File: config.mk
export PLATFORM = sky130hd
export DESIGN_NAME = aclk_counter
export DESIGN_NICKNAME = d
export VERILOG_FILES = /design/src/rtl/aclk_counter.sv
export SDC_FILE = /design/constraint.sdc
export NUM_CORES = 1
export LEC_CHECK = 0
export ABC_AREA = 1
export CAP_MARGIN = 25
export CORE_MARGIN = 2
export CORE_UTILIZATION = 45
export CTS_BUF_LIST = sky130_fd_sc_hd__clkbuf_2
export CTS_CLUSTER_SIZE = 20
export DETAILED_ROUTE_END_ITERATION = 12
export PLACE_DENSITY = 0.8
export SYNTH_ARGS = -nofsm -noshare
export SYNTH_HDL_FRONTEND = slang
export SYNTH_SLANG_ARGS = --single-unit
export TNS_END_PERCENT = 5
File: constraint.sdc
create_clock -name clock -period 1.7 [get_ports clock]
set_input_delay 0.34 -clock clock [delete_from_list [all_inputs] [get_ports clock]]
set_output_delay 0.34 -clock clock [all_outputs]
set_load 0.01 [all_outputs]
File: src/rtl/aclk_counter.sv
// aclk_counter: 24-hour BCD current/alarm time registers
// Advances on one_minute; loads validated key digits.
module aclk_counter #(
  parameter int RST_HR  = 0,
  parameter int RST_MIN = 0
) (
  input  logic       clock,
  input  logic       reset,
  input  logic       one_minute,
  input  logic       load_new_c,
  input  logic       load_new_a,
  input  logic [3:0] key_ms_hr,
  input  logic [3:0] key_ls_hr,
  input  logic [3:0] key_ms_min,
  input  logic [3:0] key_ls_min,
  output logic [3:0] current_time_ms_hr,
  output logic [3:0] current_time_ls_hr,
  output logic [3:0] current_time_ms_min,
  output logic [3:0] current_time_ls_min,
  output logic [3:0] alarm_time_ms_hr,
  output logic [3:0] alarm_time_ls_hr,
  output logic [3:0] alarm_time_ms_min,
  output logic [3:0] alarm_time_ls_min,
  output logic       load_err
);

  typedef struct packed {
    logic [3:0] mh;
    logic [3:0] lh;
    logic [3:0] mm;
    logic [3:0] lm;
  } hhmm_t;

  localparam logic [3:0] RMH = 4'(RST_HR / 10);
  localparam logic [3:0] RLH = 4'(RST_HR % 10);
  localparam logic [3:0] RMM = 4'(RST_MIN / 10);
  localparam logic [3:0] RLM = 4'(RST_MIN % 10);

  hhmm_t key_t;
  hhmm_t cur_q;
  hhmm_t cur_d;
  hhmm_t alm_q;
  logic  key_ok;

  assign key_t = '{mh: key_ms_hr,  lh: key_ls_hr,
                   mm: key_ms_min, lm: key_ls_min};

  // Key digits must form a legal 24-hour HH:MM
  always_comb begin
    key_ok = 1'b1;
    if (key_ms_hr > 4'd2)  key_ok = 1'b0;
    if (key_ls_hr > 4'd9)  key_ok = 1'b0;
    if (key_ms_hr == 4'd2 && key_ls_hr > 4'd3)
      key_ok = 1'b0;
    if (key_ms_min > 4'd5) key_ok = 1'b0;
    if (key_ls_min > 4'd9) key_ok = 1'b0;
  end

  // Current-time next state: load beats tick; 23:59 wraps directly
  always_comb begin
    cur_d = cur_q;
    if (load_new_c) begin
      if (key_ok) cur_d = key_t;
    end else if (one_minute) begin
      if (cur_q.lm != 4'd9) begin
        cur_d.lm = cur_q.lm + 4'd1;
      end else begin
        cur_d.lm = 4'd0;
        if (cur_q.mm != 4'd5) begin
          cur_d.mm = cur_q.mm + 4'd1;
        end else begin
          cur_d.mm = 4'd0;
          if (cur_q.mh == 4'd2 && cur_q.lh == 4'd3) begin
            cur_d.mh = 4'd0;
            cur_d.lh = 4'd0;
          end else if (cur_q.lh == 4'd9) begin
            cur_d.lh = 4'd0;
            cur_d.mh = cur_q.mh + 4'd1;
          end else begin
            cur_d.lh = cur_q.lh + 4'd1;
          end
        end
      end
    end
  end

  // State registers; reset discards any same-cycle load or tick
  always_ff @(posedge clock) begin
    if (reset) begin
      cur_q    <= '{mh: RMH, lh: RLH, mm: RMM, lm: RLM};
      alm_q    <= '0;
      load_err <= 1'b0;
    end else begin
      cur_q <= cur_d;
      if (load_new_a && key_ok) alm_q <= key_t;
      load_err <= (load_new_c | load_new_a) & ~key_ok;
    end
  end

  assign current_time_ms_hr  = cur_q.mh;
  assign current_time_ls_hr  = cur_q.lh;
  assign current_time_ms_min = cur_q.mm;
  assign current_time_ls_min = cur_q.lm;
  assign alarm_time_ms_hr    = alm_q.mh;
  assign alarm_time_ls_hr    = alm_q.lh;
  assign alarm_time_ms_min   = alm_q.mm;
  assign alarm_time_ls_min   = alm_q.lm;

endmodule

==> flow_metrics.py, run 1 <==
metrics = {
    "cts": {
        "clock_path_buffers": 2,
        "clkTransAtPathRegs_ns": 0.17,
        "post_cts_buffers": 0,
        "htreeDepth": 2,
        "insertion_delay_ns": 0.40,
        "cts_tree": "yes",
        "cts_root_buf": "clkbuf_2",
        "cts_buffers": 5,
        "cts_sinks": 33,
    },
    "final_layout": {
        "regArea_sq_um": 704,
        "fill_cells": 321,
        "layout.nets": 373,
        "antennaDiodeCount": 0,
        "layout-drive-gt1-share_pct": 17.2,
        "fin_area_sq_mm": 0.00268,
        "multi_input_area_sq_um": 968,
        "syn2layout_area_growth_pct": 50.1,
    },
    "status": {
        "status": "completed",
    },
    "floorplan": {
        "coreArea_sq_mm": 0.00374,
        "die_h_microns": 66.9,
        "die_area_sq_mm": 0.00448,
        "num_rows": 22,
        "start_util_pct": 47.6,
        "num_io_pins": 54,
        "die_w_microns": 66.9,
    },
    "job": {
        "drv_cap": 0,
    },
    "critical_path": {
        "cp.required_ns": 1.36,
        "crit_path_end_kind": "output port",
        "cp_cell_sequence": "clkdlybuf4s50_1",
        "cp_top_family": "buffers and inverters",
        "crit_path_max_fanout": 5,
        "worstPathArrival_ns": 1.32,
        "cpMaxStageDelayCell": "clkdlybuf4s50_1",
        "worst-path-buf-inv": 1,
        "critPathKind": "flop to output port",
        "slowest_delay_ns": 0.53,
        "worst_setup_path_start_kind": "flop",
    },
    "yosys": {
        "synth_edf_count": 0,
        "synth.most_common_cell": "nand2_1",
        "ys_seq_area_share_pct": 37.1,
        "synth_xor_xnor_area_share_pct": 1.47,
        "synthAdderAreaFrac_pct": 2.81,
        "synth_cells": 272,
        "yosys-top-cells-area": "dfxtp_1 (37%), nand2_1 (13%), nor2_1 (12%)",
        "synth_compound_area_share_pct": 12.9,
        "synth_top_family_by_area": "simple AND/OR/NAND/NOR gates",
        "syn_area_per_cell_sq_um": 6.56,
        "synth_cell_types": 27,
        "synth_ff_type": "dfxtp_1",
        "yosys-mux-area-fraction_pct": 0,
        "synth_top_area_share_pct": 37.1,
        "synth_common_cells": "nand2_1 (61), nor2_1 (56), dfxtp_1 (33)",
        "synthArstFlopShare_pct": 0,
        "yosys.area.top_type": "dfxtp_1",
        "yosys.area_share.simple_pct": 37.1,
        "syn_area_sq_mm": 0.00178,
        "synth-seq-cells": 33,
        "synth_warnings": 0,
        "synthesis.nets": 297,
    },
    "power": {
        "p_clk_share_pct": 31.2,
        "p_switching_w": 0.000488,
        "p_leak_nw": 1.47,
        "p_total_w": 0.00171,
        "seq_power_share_pct": 48.2,
        "irDropWorstVdd_mv": 0.427,
        "p_sw_share_pct": 28.5,
        "internal_power_w": 0.00122,
        "pwr_density_cell_mw_per_mm2": 639,
        "comb_power_share_pct": 20.5,
    },
    "global_routing": {
        "grt_usage_pct": 24.5,
        "overflow": 0,
        "grt_first_pass_wirelength_microns": 8370,
        "grt_pass1_vias": 1873,
        "antenna_found_initial": 0,
        "grt_max_degree": 14,
    },
    "timing": {
        "setup_viol": 0,
        "timing.hold.ws_ns": 0.459,
        "layout_worst_path_cycle_share_pct": 97.6,
        "slew_headroom_pct": 82.2,
        "max_freq_mhz": 602,
        "skew_ns": 0.0119,
        "slew_viol_final": 0,
        "setup_tns_ns": 0,
        "rsz0062_at_grt": "yes",
        "layout_min_cycle_time_ns": 1.66,
        "tightest_slew_ns": 0.265,
        "hold_violations": 0,
    },
    "drt": {
        "postRouteAntennaNets": 0,
        "wl_microns": 5160,
        "wl_per_cell_microns": 13.0,
        "drcViolationCount": 0,
        "via_per_inst": 5.03,
        "drt_iter0_markers": 108,
        "first_pass_iters": 4,
        "num_vias": 1997,
    },
    "place": {
        "dp_hpwl_microns": 3920,
        "gp_congestion": 0.846,
        "postPlaceCellArea_sq_mm": 0.00254,
        "port_buffers": 53,
    },
    "worst_hold_path": {
        "hold_class": "flop to flop",
    },
}
through the flow:
step | setup slack (ns) | utilization, % | std cells
after floorplan | 0.279 | - | 272
after global placement | -0.155 | 67.9 | 389
after detailed placement | -0.209 | 67.9 | 389
after CTS | -0.0667 | 70.1 | 397
after global routing | -0.00665 | 71.5 | 397
final | 0.0402 | 71.5 | 397
metal layers:
metal | track usage [%] | vias up | share of wire, %
met5 | 0 | - | 0
met4 | 6.63 | 0 | 1.0
met3 | 7.60 | 8 | 7.3
met2 | 42.1 | 65 | 50
met1 | 29.5 | 903 | 41
li1 | - | 1021 | -
power groups by stage:
| stage | Combinational, W | Sequential, W | Clock [W] |
|---|---|---|---|
| 3_3_place_gp | 0.000349 | 0.000844 | 0 |
| 2_1_floorplan | 0.000154 | 0.000855 | 0 |
| 6_report | 0.000351 | 0.000825 | 0.000535 |
| 5_1_grt | 0.000386 | 0.000830 | 0.000574 |
| 3_5_place_dp | 0.000354 | 0.000846 | 0 |
| 4_1_cts | 0.000353 | 0.000831 | 0.000539 |
flip-flops by register name (all words and copies together) (netlist names):
register	flops
current_time_ls_hr	4
current_time_ms_min	4
current_time_ms_hr	4
alarm_time_ms_min	4
alarm_time_ls_min	4
load_err	1
alarm_time_ms_hr	4
alarm_time_ls_hr	4
current_time_ls_min	4
final timing paths:
kind              slack (ns)              startpoint                endpoint  cells after the start
setup / recovery        0.04  current_time_ls_min[1]  current_time_ls_min[1]                      1
hold / removal          0.46     alarm_time_ms_hr[3]     alarm_time_ms_hr[3]                      2
setup reg to reg        0.28   current_time_ms_hr[0]   current_time_ms_hr[3]                     12
hold reg to reg         0.46     alarm_time_ms_hr[3]     alarm_time_ms_hr[3]                      2
layout by cell type, fill, tap and decap left out, types with 4 or more instances in the layout:
cell and instances:
inv_2 4, ha_1 4, nand2_1 61, nand4_1 6
o21ai_1 18, dfxtp_2 8, nand3_1 19, dfxtp_4 9
clkdlybuf4s50_1 36, a21oi_1 12, dfxtp_1 16, buf_4 22
dlymetal6s2s_1 13, clkbuf_2 6, nor2_1 56, inv_1 27
o21ai_0 7, dlygate4sd2_1 4
cell type report:
cell class                      instances  share of cell area (%)
Clock inverter                          2                    1.26
Clock buffer                            6                    1.12
Multi-Input combinational cell        200                    36.2
Inverter                               31                    4.35
Tap cell                               48                    2.24
Timing Repair Buffer                   77                    28.5
Sequential cell                        33                    26.3
cells by family (layout without fill, tap and decap cells):
kind of cell,after synthesis,count (layout)
compound gates,42,42
xor+xnor,3,3
fa+ha+maj,4,4
buf+inv,39,116
flops,33,33
simple gates,151,151
timing repair:
item	CTS	global route
hold buffers	0	0
resized for setup	20	23
setup endpoints to repair	14	18
Note: power is estimated with default switching activity, not from simulation.
==> run 2, diff against run 1 <==
- CTS_BUF_LIST: sky130_fd_sc_hd__clkbuf_2 -> sky130_fd_sc_hd__clkbuf_8
==> flow_metrics.py, run 2 (synthesized netlist as in run 1, its figures left out) <==
metrics = {
    "cts": {
        "holdBufCountCts": 0,
        "cts_buffers": 5,
        "cts_root_buf": "clkbuf_8",
        "clkTransAtPathRegs_ns": 0.07,
        "htreeDepth": 2,
        "clock_path_buffers": 2,
        "insertion_delay_ns": 0.29,
        "cts_tree": "yes",
        "cts_sinks": 33,
    },
    "final_layout": {
        "mostFrequentLayoutCell": "nand2_1",
        "antennaDiodeCount": 0,
        "regArea_sq_um": 664,
        "syn2layout_area_growth_pct": 50.0,
        "layout.nets": 373,
        "stdcell_count": 397,
        "fill_cells": 324,
        "multi_input_area_sq_um": 976,
        "layout-drive-gt1-share_pct": 14.0,
        "mostFrequentLayoutCells": "nand2_1 (60), nor2_1 (54), clkdlybuf4s50_1 (52)",
    },
    "timing": {
        "setup_viol": 0,
        "setup_tns_ns": 0,
        "timing.hold.ws_ns": 0.445,
        "layout_worst_path_cycle_share_pct": 97.2,
        "skew_ns": 0.00899,
        "tightest_slew_ns": 0.265,
        "max_freq_mhz": 605,
        "slew_headroom_pct": 82.3,
        "layout_min_cycle_time_ns": 1.65,
        "slew_viol_final": 0,
        "finalWorstSetupSlack_ns": 0.0468,
        "rsz0062_at_grt": "yes",
        "hold_violations": 0,
    },
    "power": {
        "p_sw_share_pct": 25.8,
        "comb_power_share_pct": 18.3,
        "p_total_w": 0.00196,
        "pwr_density_cell_mw_per_mm2": 733,
        "seq_power_share_pct": 42.3,
        "p_clk_share_pct": 39.4,
        "p_switching_w": 0.000505,
        "p_leak_nw": 1.25,
        "irDropWorstVdd_mv": 0.666,
        "internal_power_w": 0.00145,
    },
    "drt": {
        "drcViolationCount": 0,
        "via_per_inst": 5.09,
        "postRouteAntennaNets": 0,
        "wl_microns": 5050,
        "first_pass_iters": 4,
        "wl_per_cell_microns": 12.7,
        "drt_iter0_markers": 122,
        "num_vias": 2022,
    },
    "worst_hold_path": {
        "hold_class": "flop to flop",
        "min_from": "alarm_time_ms_hr[2]",
    },
    "floorplan": {
        "num_io_pins": 54,
        "start_util_pct": 47.6,
        "coreArea_sq_mm": 0.00374,
        "die_w_microns": 66.9,
        "die_area_sq_mm": 0.00448,
        "die_h_microns": 66.9,
        "num_rows": 22,
    },
    "critical_path": {
        "cp_cell_sequence": "buf_4 -> clkdlybuf4s50_1",
        "startpoint": "current_time_ls_hr[0]",
        "worst_setup_path_start_kind": "flop",
        "reg2reg_from": "current_time_ls_hr[1]",
        "crit_path_max_fanout": 6,
        "critPathKind": "flop to output port",
        "cpMaxStageDelayCell": "clkdlybuf4s50_1",
        "cp.required_ns": 1.36,
        "worstPathArrival_ns": 1.31,
        "crit_path_end_kind": "output port",
        "slowest_delay_ns": 0.53,
    },
    "global_routing": {
        "grt_first_pass_wirelength_microns": 8340,
        "antenna_found_initial": 0,
        "grt_pass1_vias": 1859,
        "overflow": 0,
        "grt_max_degree": 14,
        "grt_usage_pct": 24.5,
    },
    "place": {
        "dp_hpwl_microns": 3920,
        "dpl.cell_count": 389,
        "port_buffers": 53,
        "place_ws_ns": -0.209,
        "gp_congestion": 0.846,
    },
    "job": {
        "drv_cap": 0,
    },
    "status": {
        "status": "completed",
    },
}
[run 2: cell type report]
class / count / share of cell area, %
multi-input cells: 200 / 36.5
clock inverters: 2 / 1.26
clock buffers: 6 / 3.09
repair buffers: 77 / 27.6
inverters: 31 / 4.45
well taps: 48 / 2.25
flip-flops and latches: 33 / 24.8
[run 2: metal layers]
metal / part of all wire (%) / wire (microns) / global-route usage (%) / up-vias
met1: 42 / 2110 / 29.8 / 907
li1: - / - / - / 1018
met5: 0 / 0 / 0 / -
met2: 49 / 2460 / 42.6 / 90
met3: 8.0 / 404 / 5.74 / 7
met4: 1.5 / 78 / 7.65 / 0
[run 2: what timing repair did]
| action | in CTS | in global routing |
|---|---|---|
| gates resized for setup | 0 | 8 |
| endpoints found under the setup margin | 0 | 14 |
| endpoints found under the hold margin | 0 | 0 |
| buffers inserted | 0 | 0 |
[run 2: worst paths after layout]
check	end	slack, ns	depth (start not counted)
worst max-delay path	current_time_ls_hr[0]	0.05	2
worst min-delay path	alarm_time_ms_hr[2]	0.44	2
worst max register to register	current_time_ms_hr[1]	0.28	11
worst min register to register	alarm_time_ms_hr[2]	0.44	2
[run 2: power groups by stage]
| stage | registers [W] | clock network, W | logic [W] |
|---|---|---|---|
| 2_1_floorplan | 0.000855 | 0 | 0.000154 |
| 3_3_place_gp | 0.000844 | 0 | 0.000349 |
| 3_5_place_dp | 0.000846 | 0 | 0.000354 |
| 4_1_cts | 0.000828 | 0.000785 | 0.000356 |
| 5_1_grt | 0.000833 | 0.000813 | 0.000394 |
| 6_report | 0.000829 | 0.000772 | 0.000359 |
[run 2: worst max-delay path: cells and delay by family (launching register included)]
| family | cells | cell delay [ns] |
|---|---|---|
| flops | 1 | 0.34 |
| buf+inv | 2 | 0.68 |
[run 2: metrics by stage]
step           instance area, sq um  utilization, %
6_report                       2670            71.4
5_1_grt                        2670            71.4
4_1_cts                        2660            71.0
3_5_place_dp                   2540            67.9
3_3_place_gp                   2540            67.9
2_1_floorplan                  1780               -
==> run 3, diff against run 2 <==
- CAP_MARGIN: 25 -> 20
- CORE_MARGIN: 2 -> 4
==> flow_metrics.py, run 3 (synthesized netlist as in run 1, its figures left out) <==
metrics = {
    "drt": {
        "first_pass_iters": 4,
        "postRouteAntennaNets": 0,
        "drcViolationCount": 0,
        "wl_microns": 5080,
        "num_vias": 1994,
        "wl_per_cell_microns": 12.9,
        "drt_iter0_markers": 115,
        "via_per_inst": 5.05,
    },
    "timing": {
        "slew_headroom_pct": 80.7,
        "setup_viol": 0,
        "slew_viol_final": 0,
        "layout_worst_path_cycle_share_pct": 97.6,
        "rsz0062_at_grt": "yes",
        "layout_min_cycle_time_ns": 1.66,
        "tightest_slew_ns": 0.288,
        "max_freq_mhz": 603,
        "hold_violations": 0,
        "skew_ns": 0.00554,
    },
    "place": {
        "port_buffers": 53,
        "gp_congestion": 0.902,
        "dpl.cell_count": 388,
        "postPlaceCellArea_sq_mm": 0.00253,
        "dp_hpwl_microns": 3950,
    },
    "floorplan": {
        "num_rows": 22,
        "die_area_sq_mm": 0.00503,
        "num_io_pins": 54,
        "die_w_microns": 70.9,
        "coreArea_sq_mm": 0.00374,
        "start_util_pct": 47.6,
        "die_h_microns": 70.9,
    },
    "global_routing": {
        "grt_first_pass_wirelength_microns": 8380,
        "grt_usage_pct": 20.9,
        "overflow": 0,
        "antenna_found_initial": 0,
        "grt_max_degree": 27,
        "grt_pass1_vias": 1833,
    },
    "cts": {
        "post_cts_buffers": 0,
        "cts_sinks": 33,
        "cts_buffers": 5,
        "insertion_delay_ns": 0.29,
        "clkTransAtPathRegs_ns": 0.07,
        "htreeDepth": 2,
        "cts_tree": "yes",
        "clock_path_buffers": 2,
        "holdBufCountCts": 0,
        "cts_root_buf": "clkbuf_8",
    },
    "final_layout": {
        "mostFrequentLayoutCell": "nand2_1",
        "stdcell_count": 395,
        "layout-drive-gt1-share_pct": 13.5,
        "fill_cells": 332,
        "syn2layout_area_growth_pct": 47.8,
        "fin_area_sq_mm": 0.00264,
        "mostFrequentLayoutCells": "nand2_1 (61), nor2_1 (54), clkdlybuf4s50_1 (52)",
        "layout.nets": 372,
        "antennaDiodeCount": 0,
    },
    "job": {
        "drv_cap": 0,
    },
    "power": {
        "pwr_density_cell_mw_per_mm2": 685,
        "irDropWorstVdd_mv": 0.565,
        "p_total_w": 0.00180,
        "p_leak_nw": 1.24,
    },
    "critical_path": {
        "cp.required_ns": 1.36,
        "cpMaxStageDelayCell": "clkdlybuf4s50_1",
        "crit_path_end_kind": "output port",
        "crit_path_max_fanout": 6,
        "cp_top_family": "buffers and inverters",
        "worst_setup_path_start_kind": "flop",
        "worst-path-buf-inv": 1,
        "worstPathArrival_ns": 1.32,
        "critPathKind": "flop to output port",
        "slowest_delay_ns": 0.58,
        "cp_cell_sequence": "clkdlybuf4s50_1",
    },
    "status": {
        "status": "completed",
    },
    "worst_hold_path": {
        "hold_class": "flop to flop",
    },
}
-- run 3: cell types whose count changed in the layout (fill, tap and decap cells not counted) --
cell,previous run,this run
clkinvlp_4,0,1
nand2_2,2,1
inv_4,1,0
inv_2,3,4
inv_1,28,27
bufinv_16,1,0
buf_4,22,21
nand2_1,60,61
-- run 3: worst paths after layout --
| check | end | depth (start not counted) | startpoint | slack [ns] |
|---|---|---|---|---|
| max reg2reg | current_time_ms_hr[3] | 12 | current_time_ms_hr[0] | 0.21 |
| min reg2reg | alarm_time_ms_min[3] | 2 | alarm_time_ms_min[3] | 0.44 |
| max | current_time_ls_min[2] | 1 | current_time_ls_min[2] | 0.04 |
| min | alarm_time_ms_min[3] | 2 | alarm_time_ms_min[3] | 0.44 |
-- run 3: stage by stage --
step                hold slack, ns  TNS [ns]  setup WS, ns  util, %
floorplan                    0.462         0         0.279        -
global placement             0.426     -3.99        -0.188     67.7
detailed placement           0.431     -4.33        -0.208     67.7
CTS                          0.443         0        0.0124     70.1
global route                 0.466   -0.0297       -0.0151     70.4
finish                       0.444         0        0.0411     70.4
-- run 3: timing repair --
action / 4_1_cts / 5_1_grt
gates resized for setup: 0 / 6
setup endpoints to repair: 0 / 18
hold endpoints to repair: 0 / 0
-- run 3: cell type report --
| cell class | instances | area, sq um | share of cell area (%) |
|---|---|---|---|
| multi-input combinational | 200 | 973 | 36.9 |
| tap | 48 | 60.1 | 2.28 |
| sequential | 33 | 664 | 25.2 |
| timing repair buffer | 76 | 731 | 27.7 |
| inverter | 31 | 116 | 4.42 |
| clock buffer | 6 | 82.6 | 3.13 |
| clock inverter | 1 | 7.51 | 0.285 |
-- run 3: worst reg2reg max path, stage by stage, from the launching register on --
cell	delay [ns]
dfxtp_1	0.40
inv_1	0.10
ha_1	0.20
nand2_1	0.05
inv_1	0.03
nand3_1	0.14
nand3_1	0.09
nand2_1	0.08
inv_2	0.04
nand3_4	0.09
nand2_1	0.06
nand2_1	0.06
nor2_1	0.04
-- run 3: power breakdown --
group	leakage (nW)	switching (W)	internal (W)
Combinational	0.922	0.000177	0.000182
Sequential	0.269	0.0000301	0.000801
Clock	0.0433	0.000294	0.000320
Total	1.24	0.000502	0.00130
-- run 3: metal layers --
layer  vias to the layer above  share of wire [%]  global-route usage [%]
li1                       1017                  -                       -
met1                       891                 42                    24.9
met2                        77                 48                    35.1
met3                         9                7.8                    6.82
met4                         0                1.7                    7.31
met5                         -                  0                       0
